`src/rtl/mem_bus_ctrl.sv`:
```
// mem_bus_ctrl: turns the memory-access stage's level-held RAM request into a
// single valid/ready bus transaction and stalls the pipeline until it completes.
//
// Optional feature macro: MEM_BUS_TIMEOUT_EN
//   defined   - WAIT_RSP aborts after TIMEOUT_CYC cycles without a response;
//               bus_err is set and stays set until rst.
//   undefined - WAIT_RSP waits indefinitely; bus_err is tied to 0.
//
// Ports:
//   clk, rst                    clock (rising edge), async active-high reset
//   ram_addr/ram_r_ena/ram_w_ena/ram_w_mask/ram_w_data
//                               request from the memory-access stage
//   ram_r_data                  raw doubleword of the last completed load
//   stall_req                   freeze the pipeline up to the memory-access stage
//   bus_req_valid/ready/we/addr/wdata/wstrb
//                               bus request channel
//   bus_rsp_valid/bus_rsp_data  bus response channel
//   bus_err                     sticky timeout flag
module mem_bus_ctrl #(
  parameter int unsigned ADDR_W      = 64,
  parameter int unsigned DATA_W      = 64,
  parameter int unsigned TIMEOUT_CYC = 256
) (
  input  logic                clk,
  input  logic                rst,
  input  logic [ADDR_W-1:0]   ram_addr,
  input  logic                ram_r_ena,
  input  logic                ram_w_ena,
  input  logic [DATA_W-1:0]   ram_w_mask,
  input  logic [DATA_W-1:0]   ram_w_data,
  output logic [DATA_W-1:0]   ram_r_data,
  output logic                stall_req,
  output logic                bus_req_valid,
  input  logic                bus_req_ready,
  output logic                bus_req_we,
  output logic [ADDR_W-1:0]   bus_req_addr,
  output logic [DATA_W-1:0]   bus_req_wdata,
  output logic [DATA_W/8-1:0] bus_req_wstrb,
  input  logic                bus_rsp_valid,
  input  logic [DATA_W-1:0]   bus_rsp_data,
  output logic                bus_err
);

  localparam int unsigned STRB_W = DATA_W / 8;

  typedef enum logic [1:0] {
    IDLE     = 2'd0,
    REQ      = 2'd1,
    WAIT_RSP = 2'd2,
    DONE     = 2'd3
  } state_t;

  state_t            state;
  logic              req_any;
  logic [STRB_W-1:0] strb_c;

  assign req_any = ram_r_ena | ram_w_ena;

  // A byte lane is written only if its whole mask byte is set.
  always_comb begin
    strb_c = '0;
    for (int i = 0; i < int'(STRB_W); i++) begin
      strb_c[i] = &ram_w_mask[8*i +: 8];
    end
  end

  // Stall asserts in the same cycle the request appears; DONE releases it.
  assign stall_req = !rst && (((state == IDLE) && req_any) ||
                              (state == REQ) || (state == WAIT_RSP));

`ifdef MEM_BUS_TIMEOUT_EN
  localparam int unsigned CNT_W = $clog2(TIMEOUT_CYC) + 1;

  logic [CNT_W-1:0] tmo_cnt;
  logic             unused_ok;

  assign unused_ok = ^ram_addr[2:0];
`else
  logic unused_ok;

  // Low address bits select lanes via the mask only; TIMEOUT_CYC has no use here.
  assign unused_ok = ^{ram_addr[2:0], TIMEOUT_CYC[0]};
  assign bus_err   = 1'b0;
`endif

  // Transaction sequencer with registered bus-side outputs.
  always_ff @(posedge clk or posedge rst) begin
    if (rst) begin
      state         <= IDLE;
      bus_req_valid <= 1'b0;
      bus_req_we    <= 1'b0;
      bus_req_addr  <= '0;
      bus_req_wdata <= '0;
      bus_req_wstrb <= '0;
      ram_r_data    <= '0;
`ifdef MEM_BUS_TIMEOUT_EN
      tmo_cnt       <= '0;
      bus_err       <= 1'b0;
`endif
    end else begin
      case (state)
        IDLE: begin
          if (req_any) begin
            state         <= REQ;
            bus_req_valid <= 1'b1;
            // Write wins when both enables are high.
            bus_req_we    <= ram_w_ena;
            bus_req_addr  <= {ram_addr[ADDR_W-1:3], 3'b000};
            bus_req_wdata <= ram_w_data;
            bus_req_wstrb <= ram_w_ena ? strb_c : '0;
          end
        end
        REQ: begin
          if (bus_req_ready) begin
            state         <= WAIT_RSP;
            bus_req_valid <= 1'b0;
`ifdef MEM_BUS_TIMEOUT_EN
            tmo_cnt       <= '0;
`endif
          end
        end
        WAIT_RSP: begin
          // A response in the final timeout cycle still completes normally.
          if (bus_rsp_valid) begin
            state <= DONE;
            if (!bus_req_we) begin
              ram_r_data <= bus_rsp_data;
            end
          end
`ifdef MEM_BUS_TIMEOUT_EN
          else if (tmo_cnt == CNT_W'(TIMEOUT_CYC - 1)) begin
            state   <= DONE;
            bus_err <= 1'b1;
            if (!bus_req_we) begin
              ram_r_data <= '0;
            end
          end
          tmo_cnt <= tmo_cnt + CNT_W'(1);
`endif
        end
        DONE: begin
          // The request is still held here; it must not be re-sampled.
          state <= IDLE;
        end
        default: state <= IDLE;
      endcase
    end
  end

endmodule
```
`config.mk`:
```
export PLATFORM = sky130hd
export DESIGN_NAME = mem_bus_ctrl
export DESIGN_NICKNAME = d
export VERILOG_FILES = /design/src/rtl/mem_bus_ctrl.sv
export SDC_FILE = /design/constraint.sdc
export NUM_CORES = 1
export LEC_CHECK = 0
export CORE_AREA = 2 2 181 183
export DETAILED_ROUTE_END_ITERATION = 10
export DIE_AREA = 0 0 183 185
export GPL_TIMING_DRIVEN = 0
export MAX_ROUTING_LAYER = met4
export PLACE_DENSITY = 0.6
export REMOVE_ABC_BUFFERS = 1
export SETUP_SLACK_MARGIN = 0.2
export SLEW_MARGIN = 20
export SYNTH_ARGS = -nofsm -noshare
export SYNTH_HDL_FRONTEND = slang
export SYNTH_SLANG_ARGS = --single-unit
```
`constraint.sdc`:
```
create_clock -name clk -period 9.2 [get_ports clk]
set_clock_uncertainty 0.1 [all_clocks]
set_input_delay 1.38 -clock clk [delete_from_list [all_inputs] [get_ports clk]]
set_output_delay 1.38 -clock clk [all_outputs]
set_load 0.01 [all_outputs]
```
# ---- Word level (Yosys, flattened, before mapping)
# Index checks and enable logic that the tools add are counted.
dict set report classes {
  n_addsub 0
  n_mul 0
  div 0
  order_cmp 0
  n_eq_ne 6
  n_shift 0
  mux 8
  bitwise_logic 2
  reduce_logical 19
}
# operator count
set op_table {}
lappend op_table {{AND reduction 8 bit} 8}
lappend op_table {{AND reduction 3 bit} 3}
lappend op_table {{2-to-1 mux 8 bit} 1}
lappend op_table {{one-hot mux 2 bit (4 select lines)} 1}
lappend op_table {{2-to-1 mux 2 bit} 3}
lappend op_table {{!= test 2 bit, second input constant} 3}
lappend op_table {{== test 2 bit, second input constant} 2}
lappend op_table {{== test 2 x 1 -> 1 bit, second input constant} 1}
lappend op_table {{logical AND 1 bit} 2}
lappend op_table {{logical NOT 2 bit} 1}
lappend op_table {{logical OR 1 bit} 2}
lappend op_table {{2-to-1 mux 1 bit} 2}
lappend op_table {{one-hot mux 1 bit (2 select lines)} 1}
lappend op_table {{AND reduction 2 bit} 1}
lappend op_table {{nonzero test 2 bit} 1}
lappend op_table {{logical NOT 1 bit} 1}
lappend op_table {{NOT 1 bit} 1}
lappend op_table {{OR 1 bit} 1}
dict set report word_totals {
  reg_bits 201
  latchBits 0
  mem_bits_rw 0
  rom_bits 0
  output_inout_bits 204
  elab_cells 42
  mem_count 0
}

# ---- Depth between registers and ports, before layout
dict set report depth {
  ltp_word 5
  ltp_mapped 7
  ltp_nobuf 5
}

# ---- Worst setup path after synthesis
# OpenSTA, ideal clock, no wires.
dict set report synth_path {
  path_type {input to output}
  start {input port ram_w_ena}
  end {output port stall_req}
  t_arrival_ns 2.120
  slack_ns 5.600
  cell_stages 4
  cell_sequence {o21ai_2 buf_4 buf_2 a21oi_1}
}
dict set report synth_via {
  elab_chain_len 5
}
# element line
set synth_lines {}
lappend synth_lines {{start, declared} 28} ;# input logic ram_w_ena,
lappend synth_lines {{OR 1 bit} 57} ;# assign req_any = ram_r_ena | ram_w_ena;
lappend synth_lines {{logical AND 1 bit} 68} ;# assign stall_req = !rst && (((state == IDLE) && req_any) ||
lappend synth_lines {{logical OR 1 bit} 68}
lappend synth_lines {{logical OR 1 bit} 69} ;# (state == REQ) || (state == WAIT_RSP));
lappend synth_lines {{logical AND 1 bit} 68}
lappend synth_lines {{end, declared} 32} ;# output logic stall_req,
# No other way between the ends.

# ---- Worst setup path after layout
# Ends and elaborated chain as after synthesis.

==> results.rst <==
.. list-table::
   :header-rows: 1

   * - Metric
     - Value
   * - Hold_buf cts
     - 0
   * - Clock tree from TritonCTS
     - done
   * - Power Total
     - 4.463 mW
   * - VDD IR-drop max
     - 0.0001593 V
   * - Number of CTS-inserted buffers
     - 23
   * - Number of max-cap violations
     - 0
   * - Average cell area after synthesis
     - 16.22 um2
   * - Count of TritonRoute iterations in the first routing pass
     - 4
   * - Clk Tree Root Cell
     - sky130_fd_sc_hd__clkbuf_16
   * - Fmax achieved
     - 209.1 MHz
   * - Register bit total from synthesis
     - 201
   * - Commonest cells after routing, fill and taps aside
     - sky130_fd_sc_hd__clkdlybuf4s50_1 (458), sky130_fd_sc_hd__dfrtp_1 (201), sky130_fd_sc_hd__mux2_2 (150)
   * - Min-Delay Path Depth
     - 2
   * - Global-route wire length before repair
     - 35,040 um
   * - Placer Congestion
     - 0.7980
   * - Drt via density
     - 4.218
   * - Pleak
     - 5.610 nW
   * - Power per Cell Area
     - 326.8 nW/um2
   * - GRT Overall Usage
     - 13.75%
   * - Critical-path maximum fanout
     - 16
   * - Sequential-to-total area share from yosys stat
     - 65.42%
   * - Ant diodes
     - 0
   * - Arrival @ worst endpoint
     - 3.30 ns
   * - Die Area
     - 33,860 um2
   * - Setup TNS Final
     - 0 ns
   * - Required time at the worst-slack endpoint
     - 7.72 ns
   * - Vias
     - 5,774
   * - Kind of end point of the critical path
     - primary output
   * - Insertion delay of the later-clocked pin in the worst-skew pair
     - 0.51 ns
   * - Input/output buffers
     - 458
   * - Average detailed-routed wire length per instance
     - 17.41 um
   * - Wirelength, routed
     - 23,840 um
   * - Die width
     - 183 um
   * - Minimum clock period
     - 4.782 ns
   * - Maximum number of pins on one net before global-route repair
     - 98
   * - Final setup violation count
     - 0
   * - Type of the worst setup path
     - in2out
   * - Core region area
     - 32,040 um2
   * - Kind of path behind the tightest hold check
     - reg2reg
   * - Vertical die dimension
     - 185 um
   * - DRC errors left
     - 0
   * - Count of warnings emitted by yosys
     - 0
   * - Net count reported at finish
     - 1,216
   * - Resized cells post-CTS
     - 0
   * - Initial antenna violation count
     - 0
   * - H-Tree Depth
     - 1
   * - Instance count of the mapped netlist
     - 474
   * - Leading cell type in the layout, fill and taps excluded
     - sky130_fd_sc_hd__clkdlybuf4s50_1
   * - Top Ports
     - 466
   * - Result of the run
     - completed
   * - Number of different library cells in the post-synthesis netlist
     - 21
   * - Post-CTS setup buffer count
     - 0
   * - Worst-case reg-to-reg path depth
     - 8
   * - Initial standard-cell utilization of the core
     - 24.00%
   * - Number of buffers on the longest clock path
     - 3
   * - Number of max-slew violations in the final report
     - 0
   * - Unrepaired setup endpoints after global routing
     - false
   * - Post-detail-place hpwl
     - 18,280 um
   * - Via count of the first global-routing pass
     - 6,088
   * - Relative slew margins
     - 55.36%
   * - Residual overflow from global routing
     - 0
   * - Count of routing violations after the opening detailed-route iteration
     - 134
   * - Filler Cell Count
     - 2,960
   * - Layout area overhead
     - 77.59%
   * - FP Rows
     - 66
   * - Critical Path Source Type
     - input pin
   * - Layout cell share with drive strength beyond 1
     - 20.40%
   * - Cell area after synthesis
     - 7689 um2
   * - Endpoints failing hold
     - 0
   * - DRT antenna net count
     - 0
   * - Share of the clock period used by the worst path after layout
     - 51.98%
   * - Number of sinks driven by the clock tree
     - 201
   * - Clock slew at reported path FFs
     - 0.05 ns
   * - Transition time of the tightest slew-check pin
     - 0.6671 ns
## area by class of cell
cell class / count / area [um2] / share of cell area, %
Sequential cell: 201 / 5030 / 36.84
Timing Repair Buffer: 473 / 4927 / 36.09
Multi-Input combinational cell: 246 / 2496 / 18.28
Clock buffer: 33 / 643.1 / 4.710
Tap cell: 408 / 510.5 / 3.739
Inverter: 5 / 26.28 / 0.1924
Clock inverter: 3 / 21.27 / 0.1558
## flip-flops by register name (all words and copies together) (netlist names)
| register | count |
|---|---|
| bus_req_wstrb | 8 |
| state | 2 |
| bus_req_addr | 61 |
| bus_req_valid | 1 |
| bus_req_wdata | 64 |
| bus_req_we | 1 |
| ram_r_data | 64 |
## power breakdown
part	leakage (nW)	internal, mW	switching, mW
clock	0.322	0.480	0.356
sequential	2.39	1.33	0.212
combinational	2.90	1.33	0.761
total	5.61	3.13	1.33
## kinds of logic after synthesis
logic type                 after synthesis  synth area share (%)
other                                    1               0.04877
muxes                                  190                 27.83
DFF                                    201                 65.42
AOI/OAI and AO/OA                       15                 1.513
and+or+nand+nor                         33                 2.181
adders and majority gates                4                0.6510
buffers and inverters                   30                 2.360
## worst max-delay path, stage by stage
cell                              delay (ns)
sky130_fd_sc_hd__clkdlybuf4s50_1        0.51
sky130_fd_sc_hd__o21ai_4                0.59
sky130_fd_sc_hd__buf_16                 0.24
sky130_fd_sc_hd__a21oi_1                0.08
sky130_fd_sc_hd__clkdlybuf4s50_1        0.49
## metrics by stage
| stage | hold WS (ns) | setup slack, ns | instance area [um2] | utilization, % | instances |
|---|---|---|---|---|---|
| floorplan | 0.3996 | 2.238 | 7537 | - | 452 |
| global placement | 0.3625 | -1.013 | 12630 | 39.43 | 1318 |
| detailed placement | 0.3665 | 4.359 | 12990 | 40.54 | 1333 |
| CTS | 0.3795 | 4.357 | 13650 | 42.62 | 1369 |
| global route | 0.4022 | 4.289 | 13650 | 42.62 | 1369 |
| finish | 0.3734 | 4.418 | 13650 | 42.62 | 1369 |
## Yosys cell counts
library cell	number	area, um2
sky130_fd_sc_hd__buf_4	5	37.54
sky130_fd_sc_hd__ha_1	4	50.05
sky130_fd_sc_hd__mux2_2	150	1689
sky130_fd_sc_hd__o21ai_0	1	5.000
sky130_fd_sc_hd__buf_2	16	80.08
sky130_fd_sc_hd__nor2_1	2	7.510
sky130_fd_sc_hd__inv_1	5	18.77
sky130_fd_sc_hd__nand4_1	16	100.1
sky130_fd_sc_hd__a222oi_1	1	10.01
sky130_fd_sc_hd__nand3b_1	1	7.510
sky130_fd_sc_hd__mux2_1	40	450.4
sky130_fd_sc_hd__o31ai_1	8	60.06
sky130_fd_sc_hd__o21ai_2	1	8.760
sky130_fd_sc_hd__nand2_1	14	52.55
sky130_fd_sc_hd__a22o_1	1	8.760
sky130_fd_sc_hd__buf_6	4	45.04
sky130_fd_sc_hd__o311ai_0	1	8.760
sky130_fd_sc_hd__conb_1	1	3.750
sky130_fd_sc_hd__o32a_1	1	10.01
sky130_fd_sc_hd__dfrtp_1	201	5030
sky130_fd_sc_hd__a21oi_1	1	5.000
## final timing paths
kind / start / slack [ns] / end
setup / recovery: ram_w_ena / 4.42 / stall_req
hold / removal: bus_req_wstrb[4]$_DFFE_PP0P_ / 0.37 / bus_req_wstrb[4]$_DFFE_PP0P_
setup reg to reg: state[0]$_DFFE_PP0P_ / 6.86 / bus_req_addr[22]$_DFFE_PP0P_
hold reg to reg: bus_req_wstrb[4]$_DFFE_PP0P_ / 0.37 / bus_req_wstrb[4]$_DFFE_PP0P_
max in group asynchronous: rst / 7.17 / bus_req_wdata[62]$_DFFE_PP0P_
min in group asynchronous: rst / 1.11 / state[0]$_DFFE_PP0P_
## metal layers
layer	track usage, %	share of wire (%)	vias to the layer above
met5	-	0	-
met4	3.904	2.1	0
met3	3.519	7.6	36
met2	24.08	52	233
met1	15.57	39	2864
li1	-	-	2641
No activity file was read; power rests on OpenSTA's default activity.
